==> config.mk <==
export PLATFORM = sky130hd
export DESIGN_NAME = axi_stream_rr_arbiter_flat
export DESIGN_NICKNAME = d
export VERILOG_FILES = /design/src/rtl/axi_stream_rr_arbiter_if.sv /design/src/rtl/axi_stream_rr_arbiter.sv /design/src/flat_wrapper.sv
export SDC_FILE = /design/constraint.sdc
export NUM_CORES = 1
export LEC_CHECK = 0
export CORE_ASPECT_RATIO = 0.8
export CORE_MARGIN = 3
export CORE_UTILIZATION = 31
export CTS_CLUSTER_DIAMETER = 60
export CTS_CLUSTER_SIZE = 10
export DETAILED_ROUTE_END_ITERATION = 10
export PLACE_DENSITY_LB_ADDON = 0.08
export SLEW_MARGIN = 20
export SYNTH_ARGS = -nofsm -noshare
export SYNTH_HDL_FRONTEND = slang
export SYNTH_SLANG_ARGS = --single-unit
==> constraint.sdc <==
create_clock -name aclk -period 1.86 [get_ports aclk]
set_input_delay 0.186 -clock aclk [delete_from_list [all_inputs] [get_ports aclk]]
set_output_delay 0.186 -clock aclk [all_outputs]
set_load 0.005 [all_outputs]
==> src/rtl/axi_stream_rr_arbiter_if.sv <==
// Stream bundle seen by the round-robin arbiter: NUM_SRC upstream channels and one downstream.
// The master modport is the environment side and the slave modport is the arbiter side.
interface axi_stream_rr_arbiter_if #(
    parameter int unsigned NUM_SRC    = 4,
    parameter int unsigned DATA_WIDTH = 32
);
    logic [NUM_SRC-1:0]            s_tvalid;
    logic [NUM_SRC-1:0]            s_tready;
    logic [NUM_SRC*DATA_WIDTH-1:0] s_tdata;
    logic [NUM_SRC-1:0]            s_tlast;
    logic                          m_tvalid;
    logic                          m_tready;
    logic [DATA_WIDTH-1:0]         m_tdata;
    logic                          m_tlast;

    modport master (
        output s_tvalid, s_tdata, s_tlast, m_tready,
        input  s_tready, m_tvalid, m_tdata, m_tlast
    );

    modport slave (
        input  s_tvalid, s_tdata, s_tlast, m_tready,
        output s_tready, m_tvalid, m_tdata, m_tlast
    );
endinterface

==> src/rtl/axi_stream_rr_arbiter.sv <==
// Packet-granular round-robin arbiter sharing one AXI-Stream consumer among NUM_SRC sources.
// Only grant/state is registered; the data path is a pure combinational mux.
module axi_stream_rr_arbiter #(
    parameter int unsigned NUM_SRC    = 4,
    parameter int unsigned DATA_WIDTH = 32,
    parameter int unsigned CNT_WIDTH  = 16,
    localparam int unsigned ID_WIDTH  = $clog2(NUM_SRC)
) (
    input  logic                    aclk,
    input  logic                    areset_n,
    axi_stream_rr_arbiter_if.slave  bus,
    output logic [ID_WIDTH-1:0]     grant_id,
    output logic                    busy,
    output logic [CNT_WIDTH-1:0]    pkt_count
);

    typedef enum logic [0:0] {StIdle, StLocked} state_e;

    state_e                r_state;
    logic [ID_WIDTH-1:0]   r_last_grant;
    logic [ID_WIDTH-1:0]   r_grant;
    logic [CNT_WIDTH-1:0]  r_pkt_count;

    logic                  w_any;
    logic [ID_WIDTH-1:0]   w_pick;
    logic [ID_WIDTH-1:0]   w_idx;
    logic                  w_xfer;
    logic                  w_last;

    // Scan last_grant+1 .. last_grant+NUM_SRC so the previous winner is considered last.
    always_comb begin
        w_any  = 1'b0;
        w_pick = r_last_grant;
        w_idx  = '0;
        for (int unsigned k = 1; k <= NUM_SRC; k++) begin
            w_idx = ID_WIDTH'((32'(r_last_grant) + k) % NUM_SRC);
            if (!w_any && bus.s_tvalid[w_idx]) begin
                w_any  = 1'b1;
                w_pick = w_idx;
            end
        end
    end

    always_comb begin
        bus.m_tvalid = 1'b0;
        bus.m_tdata  = '0;
        bus.m_tlast  = 1'b0;
        bus.s_tready = '0;
        if (r_state == StLocked) begin
            bus.m_tvalid          = bus.s_tvalid[r_grant];
            bus.m_tdata           = bus.s_tdata[r_grant*DATA_WIDTH +: DATA_WIDTH];
            bus.m_tlast           = bus.s_tlast[r_grant];
            bus.s_tready[r_grant] = bus.m_tready;
        end
    end

    assign w_xfer = (r_state == StLocked) && bus.s_tvalid[r_grant] && bus.m_tready;
    assign w_last = bus.s_tlast[r_grant];

    always_ff @(posedge aclk or negedge areset_n) begin
        if (!areset_n) begin
            r_state      <= StIdle;
            r_last_grant <= ID_WIDTH'(NUM_SRC - 1);
            r_grant      <= '0;
            r_pkt_count  <= '0;
        end else begin
            case (r_state)
                StIdle: begin
                    if (w_any) begin
                        r_grant <= w_pick;
                        r_state <= StLocked;
                    end
                end
                StLocked: begin
                    // Lock is released only by the TLAST beat; a valid gap keeps the grant.
                    if (w_xfer && w_last) begin
                        r_last_grant <= r_grant;
                        r_pkt_count  <= r_pkt_count + 1'b1;
                        r_state      <= StIdle;
                    end
                end
                default: r_state <= StIdle;
            endcase
        end
    end

    assign grant_id  = r_grant;
    assign busy      = (r_state == StLocked);
    assign pkt_count = r_pkt_count;

endmodule

==> src/flat_wrapper.sv <==
// flat-port wrapper written by rule: the top's interface ports become plain ports
module axi_stream_rr_arbiter_flat 
#(
    parameter int unsigned NUM_SRC    = 4,
    parameter int unsigned DATA_WIDTH = 32,
    parameter int unsigned CNT_WIDTH  = 16,
    localparam int unsigned ID_WIDTH  = $clog2(NUM_SRC)
)
  (aclk, areset_n, grant_id, busy, pkt_count, bus_s_tvalid, bus_s_tdata, bus_s_tlast, bus_m_tready, bus_s_tready, bus_m_tvalid, bus_m_tdata, bus_m_tlast);
  axi_stream_rr_arbiter_if #(.NUM_SRC(NUM_SRC), .DATA_WIDTH(DATA_WIDTH)) bus_i ();
  input  logic aclk;
  input  logic areset_n;
  output logic [ID_WIDTH-1:0] grant_id;
  output logic busy;
  output logic [CNT_WIDTH-1:0] pkt_count;
  input wire logic [$bits(bus_i.s_tvalid)-1:0] bus_s_tvalid;
  input wire logic [$bits(bus_i.s_tdata)-1:0] bus_s_tdata;
  input wire logic [$bits(bus_i.s_tlast)-1:0] bus_s_tlast;
  input wire logic [$bits(bus_i.m_tready)-1:0] bus_m_tready;
  output wire logic [$bits(bus_i.s_tready)-1:0] bus_s_tready;
  output wire logic [$bits(bus_i.m_tvalid)-1:0] bus_m_tvalid;
  output wire logic [$bits(bus_i.m_tdata)-1:0] bus_m_tdata;
  output wire logic [$bits(bus_i.m_tlast)-1:0] bus_m_tlast;
  assign bus_i.s_tvalid = bus_s_tvalid;
  assign bus_i.s_tdata = bus_s_tdata;
  assign bus_i.s_tlast = bus_s_tlast;
  assign bus_i.m_tready = bus_m_tready;
  assign bus_s_tready = bus_i.s_tready;
  assign bus_m_tvalid = bus_i.m_tvalid;
  assign bus_m_tdata = bus_i.m_tdata;
  assign bus_m_tlast = bus_i.m_tlast;
  axi_stream_rr_arbiter #(.NUM_SRC(NUM_SRC), .DATA_WIDTH(DATA_WIDTH), .CNT_WIDTH(CNT_WIDTH)) u_core (.aclk(aclk), .areset_n(areset_n), .bus(bus_i), .grant_id(grant_id), .busy(busy), .pkt_count(pkt_count));
endmodule
# After elaboration in Yosys (flattened, before gate mapping)
# Index checks and enable logic that the tools add are counted.
[totals]
register_bits = 21
output_inout_bits = 57
input_bits = 139
wordCells = 59
[classes]
bitwise = 2
shift = 1
n_lt_le_gt_ge = 6
n_mux = 29
n_reduce_logical = 12
addsub = 5
[ops]
columns = ["op", "count"]
rows = [
  ["indexed part select 128 x 8 -> 32 bit", 1],
  ["two-way mux 32 bit", 1],
  ["adder 16 x 1 -> 16 bit, second input constant", 1],
  ["< comparator 2 x 3 -> 1 bit, second input constant", 5],
  ["two-way mux 1 bit", 15],
  ["binary-select mux 1 bit (select 2 bit)", 6],
  ["two-way mux 2 bit", 4],
  ["logical AND 1 bit", 7],
  ["adder 2 x 1 -> 2 bit, second input constant", 2],
  ["adder 2 bit, second input constant", 2],
  ["AND 4 bit", 1],
  ["two-way mux 4 bit", 1],
  ["AND reduction 2 bit", 2],
  ["zero test 1 bit", 3],
  ["demux 1 bit (select 2 bit)", 1],
  [">= comparator 2 x 1 -> 1 bit, second input constant", 1],
  ["case mux 1 bit (2 select lines)", 1],
  ["inverter 1 bit", 1],
]

# Longest topological paths before layout
# Gate-level depths: netlist of run 1.
[depth]
depth_word = 15
depth_mapped = 5
mapped_depth_nobuf = 4

# Worst setup path before layout of run 1
# OpenSTA, ideal clock, no wires.
[synth_path]
path_type = "reg2reg"
from = "reg u_core.r_grant[0] (netlist: u_core.grant_id[0])"
to = "reg u_core.r_pkt_count[10] (netlist: u_core.pkt_count[10])"
required_time_ns = 1.735
arrival_ns = 1.605
stages_incl_launch_ff = 6
path_slack_ns = 0.130
setup_ns = 0.125
path_buffers = 1
period_less_slack_ns = 1.730
path_cell_list = "dfrtp_1 > buf_4 > nand3b_1 > o22a_2 > or3_4 > xnor2_2"
[synth_via]
elab_chain_cells = 6
word_cells_on_any_way = 8
classes_between = "mux: 4; reduce/logical: 4"
[synth_lines]
columns = ["element", "line", "text"]
rows = [
  ["from (decl)", "axi_stream_rr_arbiter.sv:21", "logic [ID_WIDTH-1:0] r_grant;"],
  ["from (signal assigned)", "axi_stream_rr_arbiter.sv:70", "r_grant <= w_pick;"],
  ["binary-select mux 1 bit (select 2 bit)", "axi_stream_rr_arbiter.sv:57", "assign w_xfer = (r_state == StLocked) && bus.s_tvalid[r_grant] && bus.m_tready;"],
  ["two-way mux 1 bit (implied by the code)", "axi_stream_rr_arbiter.sv:57", ""],
  ["logical AND 1 bit (2 in a row)", "axi_stream_rr_arbiter.sv:57", ""],
  ["logical AND 1 bit *", "axi_stream_rr_arbiter.sv:76", "if (w_xfer && w_last) begin"],
  ["AND reduction 2 bit (no line) *", "--", ""],
  ["to (signal assigned)", "axi_stream_rr_arbiter.sv:78", "r_pkt_count <= r_pkt_count + 1'b1;"],
  ["to (decl)", "axi_stream_rr_arbiter.sv:22", "logic [CNT_WIDTH-1:0] r_pkt_count;"],
]
# Every way passes the cells marked *; elsewhere a longest branch is shown, timed or not. The select of a mux whose other input is x is not followed.
# A chain may end at the register's enable or synchronous reset.

# Worst setup path in the final report of run 1
[layout_path]
from = "reg u_core.r_grant[0] (netlist: u_core.grant_id[0])"
to = "out bus_m_tdata[30]"
[layout_via]
elab_chain_cells = 2
[layout_lines]
columns = ["element", "line", "text"]
rows = [
  ["indexed part select 128 x 8 -> 32 bit", "axi_stream_rr_arbiter.sv:51", "bus.m_tdata = bus.s_tdata[r_grant*DATA_WIDTH +: DATA_WIDTH];"],
  ["two-way mux 32 bit", "axi_stream_rr_arbiter.sv:49", "if (r_state == StLocked) begin"],
  ["to (decl)", "flat_wrapper.sv:22", "output wire logic [$bits(bus_i.m_tdata)-1:0] bus_m_tdata;"],
]
# Every way passes these cells.

==> metrics.md, run 1 <==
| Metric | Value |
|---|---|
| Avg WL per Cell | ~20 um |
| Ys Warns | 0 |
| Crit-path cells | buf_6 -> buf_8 -> buf_16 -> buf_6 -> mux4_2 -> and2_4 -> buf_6 |
| Commonest non-fill, non-tap cell in the layout | clkdlybuf4s50_1 |
| Reg2Reg Setup Slack | -0.18 ns |
| CTS root buf | clkbuf_8 |
| Final Non-Filler Cells | around 500 |
| Final Critical Period | about 2 ns |
| Worst setup EP type | output port |
| DR iter-0 viols | between 70 and 80 |
| Antenna Cells | 0 |
| Setup TNS | -3.67 ns |
| Clk pin slew, worst setup/hold paths | roughly 0.080 ns |
| Final setup viols | 46 |
| Synth area leader | mux4_2 |
| Syn_nets | 322 |
| Vias in the first global route | between 2000 and 3000 |
| RSZ-0062 raised after global routing | true |
| Seq cells post-synth | 21 |
| Violated checks | negative setup slack |
| Worst r2r dst | u_core.pkt_count[10] |
| Slew HR | around three quarters |
| Synth area leaders | mux4_2 35%, dfrtp_1 22%, and2_1 11%, xnor2_1 2.9%, xor2_1 2.9% |
| Clk sinks | 21 |
| Skew final | between 0.001 and 0.0015 ns |
| Hold Crit Class | input pin to async pin |
| Finished Cell Area | 0.00483 sq mm |
| CP max FO | 6 |
| Post-Syn Instances | around 180 |
| Core area | 0.00654 sq mm |
| Routed Antenna Nets | 0 |
| Drt first pass iters | 4 |
| Share of the clock period used by the worst path | 110% |
| Synthesized area per cell | 11.7 sq um |
| Boundary Pins | 196 |
| Type of origin of the critical path | flip-flop |
| Most used cell, CP | buf_6 |
| CTS Buffer Depth | 2 |
| P&R area growth vs syn | 126% |
| Max stage delay cell, worst path | dfrtp_2 |
| Port bufs | ~200 |
| Crit path from | u_core.grant_id[0] |
| DP Area | approximately 0.0043 sq mm |
| Setup WS post-layout | -0.184 ns |
| Die Area | ~0.0079 sq mm |
| Via Count | 2568 |
| Top cell type's share of synthesized area | 34.8% |
| Reg2reg path depth | 8 |
| Peak Freq | just under 0.5 GHz |
| Placed cells | around 470 |
| Power Density | ~1300 mW/mm^2 |
| Filler cells | ~450 |
| Leak pwr | 0.00203 uW |
| First-pass GRT wire length | 14.7 mm |
| Final nets | 554 |
| Initial Utilization | about 33% |
| # H-tree levels | 1 |
| Final Max Slew Viols | 0 |
| CP Data Required Time | approximately 1.7 ns |
| Post-synthesis cell area | between 0.002 and 0.0025 sq mm |
| DP HPWL | slightly below 8 mm |
| Final core utilization | about three quarters |
| GRT Util Overall | 24.0% |
| Initial antenna violation count | 0 |
| Pin count of the biggest net entering global routing | 24 |
| Max rail drop VDD | roughly 0.00066 V |
| Slowest stage delay, CP | approximately 0.43 ns |
| Vias/cell | 5.17 |
| Die Wd | roughly 100 um |
| GP Congestion | roughly 0.8 |
| Fin. Hold Viols | 0 |
| Setup Crit Path Kind | flip-flop to output port |
| # DRC | 0 |
| TritonCTS clock tree | built |
| Maxcap violations | 0 |
| WHS | 0.254 ns |
| WL final | roughly 10 mm |
| CTS Hold Bufs | 0 |
| Fraction of layout cells with a size suffix above 1 | about two fifths |
| Total gr overflow | 0 |
| Worst Max-Slew Pin Slew | around 0.36 ns |
| Clk_lat worst skew | ~0.27 ns |
| Worst EP arrival | between 1.5 and 2 ns |
| Yosys cell types | 36 |
| Number of CTS-inserted buffers | 3 |
| Commonest cells after routing, fill and taps aside | 157 x clkdlybuf4s50_1, 36 x buf_6, 33 x mux4_2 |
| Sequential cell area fraction in the yosys report | about a quarter |
| RR Startpoint | u_core.grant_id[0] |
| Status | complete, but fails checks |
| Num rows | 26 |
| Die H | 80.3 um |
==> state kept, by name, summed over array words and instances (netlist names) <==
name                 cells
u_core.busy              1
u_core.grant_id          2
u_core.pkt_count        16
u_core.r_last_grant      2
==> metrics by stage <==
| stage | worst slack (ns) | total power (uW) |
|---|---|---|
| after floorplan | 0.130 | 2600 |
| after detailed placement | -0.0987 | 4640 |
| after global placement | -0.0917 | 4620 |
| after CTS | -0.223 | 5620 |
| final | -0.184 | 6150 |
| after global routing | -0.242 | 6560 |
==> cell families (layout without fill, tap and decap cells) <==
logic type | Yosys count | in the layout | share of synthesized area [%]
xor+xnor | 15 | 15 | 6.50
compound gates | 11 | 11 | 3.98
fa+ha+maj | 1 | 1 | 0.585
flops | 21 | 21 | 24.7
buf+inv | 20 | 251 | 4.21
mux | 40 | 40 | 38.2
simple gates | 74 | 74 | 21.8
==> power breakdown <==
| part | leakage (uW) | internal (uW) | switching [uW] |
|---|---|---|---|
| sequential | 0.000268 | 579 | 135 |
| clock | 0.0000255 | 150 | 163 |
| combinational | 0.00174 | 3260 | 1860 |
==> Yosys cell counts (all sizes together) <==
library cell,number
inv,6
mux2,3
nor3,3
nand3,6
nor4,3
clkbuf,9
and2,36
o22ai,1
mux4,33
o22a,1
nor2,6
o21a,1
buf,5
a311oi,1
nand3b,1
and3,3
a22oi,1
dfrtp,19
xnor2,8
or3,1
xor2,7
mux2i,4
ha,1
o32a,1
nand4,8
o221ai,1
and4,4
o21ai,2
nand2,3
a21oi,2
dfstp,2
==> repair_timing <==
action,in CTS,in global routing
cloned,4,0
buffers inserted,19,8
endpoints found under the setup margin,40,54
pin swaps,32,14
gates resized for setup,178,71
==> worst max-delay path, delay by kind of cell (launching register included) <==
family / cells / cell delay (ns)
simple gates: 1 / 0.15
mux: 1 / 0.40
flops: 1 / 0.43
buf+inv: 5 / 0.59
==> area by class of cell <==
type,instances,area (sq um),area share [%]
repair buffers,241,2400,49.8
multi-input cells,141,1720,35.6
flip-flops and latches,21,531,11.0
well taps,84,105,2.18
clock buffers,3,41.3,0.855
inverters,6,25.0,0.518
clock inverters,1,5.00,0.104
==> metal layers <==
| layer | GRT usage [%] | part of all wire [%] | vias up |
|---|---|---|---|
| met5 | 0 | 0 | - |
| met4 | 7.23 | 3.2 | 0 |
| met2 | 42.2 | 53 | 121 |
| met1 | 28.5 | 36 | 1249 |
| met3 | 6.94 | 7.1 | 24 |
| li1 | - | - | 1174 |
==> worst max path at each step <==
| stage | endpoint | slack [ns] | cells after the start |
|---|---|---|---|
| floorplan | u_core.pkt_count[10] | 0.13 | 5 |
| global placement | bus_m_tdata[18] | -0.09 | 4 |
| detailed placement | bus_m_tdata[17] | -0.1 | 4 |
| CTS | bus_m_tdata[11] | -0.22 | 6 |
| global route | bus_m_tdata[30] | -0.24 | 7 |
| finish | bus_m_tdata[30] | -0.18 | 7 |
No activity file was read; power rests on OpenSTA's default activity.
==> run 2: changes to the inputs <==
Settings changed: CORE_ASPECT_RATIO 0.8 to 1.5.
==> metrics.md, run 2 (synthesis gave the netlist of run 1 again) <==
| Metric | Value |
|---|---|
| Status | complete, but fails checks |
| Violated checks | negative setup slack |
| Finished Cell Area | 0.00473 sq mm (-2.1%) |
| Power Density | 1230 mW/mm^2 (-3.6%) |
| Clk sinks | 21 (unchanged) |
| Setup TNS | -1.06 ns (+2.61 ns) |
| Boundary Pins | 196 (unchanged) |
| Initial Utilization | 32.5% (-0.19 points) |
| Max FFs per register | 16 (unchanged) |
| Commonest non-fill, non-tap cell in the layout | clkdlybuf4s50_1 |
| DR iter-0 viols | 86 (+10%) |
| Final Critical Period | 1.96 ns (-0.0830 ns) |
| WL final | 10.0 mm (-1.1%) |
| Drt first pass iters | 4 (unchanged) |
| Share of the clock period used by the worst path | 105% (-4.5 points) |
| DP HPWL | 7.84 mm (+1.1%) |
| # H-tree levels | 1 (unchanged) |
| Routed Antenna Nets | 0 (unchanged) |
| Fraction of layout cells with a size suffix above 1 | 37.6% (-3.8 points) |
| Vias in the first global route | 2595 (-3.9%) |
| Final core utilization | 71.9% (-1.9 points) |
| Tot Pwr | 5810 uW (-5.6%) |
| CTS Hold Bufs | 0 (unchanged) |
| Core area | 0.00658 sq mm (+0.57%) |
| Setup WS post-layout | -0.102 ns (+0.0830 ns) |
| Worst path buffer plus inverter count | 4 (-1) |
| Via Count | 2547 (-0.82%) |
| Number of CTS-inserted buffers | 3 (unchanged) |
| Reg2Reg Setup Slack | 0.04 ns (+0.22 ns) |
| Initial antenna violation count | 0 (unchanged) |
| Num rows | 36 (+38%) |
| Total gr overflow | 0 (unchanged) |
| CP max FO | 7 (+1) |
| Maxcap violations | 0 (unchanged) |
| Leak pwr | 0.00197 uW (-2.9%) |
| Avg WL per Cell | 20.4 um (about the same) |
| Slowest stage delay, CP | 0.47 ns (+0.04 ns) |
| Cell depth of the worst setup path | 6 (-1) |
| Worst Max-Slew Pin Slew | 0.284 ns (-0.0716 ns) |
| Max rail drop VDD | 0.00118 V (+79%) |
| Setup Crit Path Kind | flip-flop to output port |
| Hold Crit Class | input pin to async pin |
| Pin count of the biggest net entering global routing | 35 (+46%) |
| Worst setup EP type | output port |
| Die Area | 0.00795 sq mm (+0.18%) |
| Worst EP arrival | 1.78 ns (-0.08 ns) |
| First-pass GRT wire length | 14.6 mm (-0.23%) |
| Peak Freq | 0.510 GHz (+4.2%) |
| Skew final | 0.00608 ns (+0.00506 ns) |
| Most used cell, CP | buf_12 |
| # DRC | 0 (unchanged) |
| GP Congestion | 0.877 (+11%) |
| P&R area growth vs syn | 121% |
| Reg2reg path depth | 6 (-2) |
| DP Area | 0.00433 sq mm (+0.70%) |
| Commonest cells after routing, fill and taps aside | 157 x clkdlybuf4s50_1, 33 x mux4_2, 33 x buf_6 |
| Fin. Hold Viols | 0 (unchanged) |
| Kind of cell adding the most delay to the critical path | buffers and inverters |
| Final setup viols | 16 (-65%) |
| CP Data Required Time | 1.67 ns (about the same) |
| CTS Buffer Depth | 2 (unchanged) |
| TritonCTS clock tree | built |
| Final nets | 556 (+0.36%) |
| CTS root buf | clkbuf_8 |
| Slew HR | 80.9% (+5.1 points) |
| Die Wd | 73.8 um (-25%) |
| Antenna Cells | 0 (unchanged) |
| Port bufs | 195 (unchanged) |
| Crit-path cells | buf_12 -> buf_12 -> buf_6 -> mux4_2 -> and2_1 -> buf_2 |
| Max stage delay cell, worst path | mux4_2 |
| Vias/cell | 5.19 (+0.39%) |
| RSZ-0062 raised after global routing | true |
| Clk pin slew, worst setup/hold paths | 0.08 ns (about the same) |
| Type of origin of the critical path | flip-flop |
| Clk_lat worst skew | 0.26 ns (about the same) |
| Die H | 108 um (+34%) |
| GRT Util Overall | 24.2% (+0.22 points) |
| Final Max Slew Viols | 0 (unchanged) |
[run 2: cell types whose count changed in the layout (fill, tap and decap cells not counted), sizes merged]
cell	change
clkbuf	-3
buf	+2
clkinvlp	+1
clkinv	-1
dlygate4sd2	+5
clkdlybuf4s15	-2
[run 2: where the power goes]
| part | switching [uW] | leakage, uW | internal (uW) | total (uW) |
|---|---|---|---|---|
| sequential | 144 | 0.000268 | 579 | 724 |
| combinational | 1660 | 0.00168 | 3110 | 4780 |
| clock | 155 | 0.0000217 | 151 | 306 |
| total | 1960 | 0.00197 | 3840 | 5810 |
[run 2: final cells by class]
type,instances,area [sq um]
clock buffers,3,41.3
clock inverters,1,7.51
fillers,489,1850
inverters,6,22.5
multi-input cells,141,1630
flip-flops and latches,21,531
well taps,76,95.1
repair buffers,243,2400
[run 2: per-stage QoR]
step           hold WS (ns)  cells  setup slack, ns
5_1_grt               0.292    491           -0.170
3_3_place_gp          0.465    461           -0.146
4_1_cts               0.263    486           -0.117
6_report              0.257    491           -0.102
2_1_floorplan        -0.110    182            0.130
3_5_place_dp          0.460    461           -0.133
[run 2: per-layer routing]
layer	up-vias	GRT usage [%]	wire [um]
met5	-	0	0
met4	0	6.22	239
met3	20	6.54	913
met2	133	43.6	5380
met1	1222	27.5	3490
li1	1172	-	-
[run 2: path summary, 6_finish.rpt]
| kind | start | endpoint |
|---|---|---|
| max | u_core.grant_id[0] | bus_m_tdata[6] |
| min | areset_n | u_core.pkt_count[13] |
| max reg2reg | u_core.grant_id[0] | u_core.pkt_count[10] |
| min reg2reg | u_core.pkt_count[15] | u_core.pkt_count[15] |
| max in group asynchronous | areset_n | u_core.r_last_grant[1] |
| min in group aclk | u_core.pkt_count[15] | u_core.pkt_count[15] |
[run 2: timing repair]
item,4_1_cts,5_1_grt
buffers inserted,19,7
pin swaps,36,4
setup endpoints to repair,39,49
cloned,2,0
resized for setup,177,30
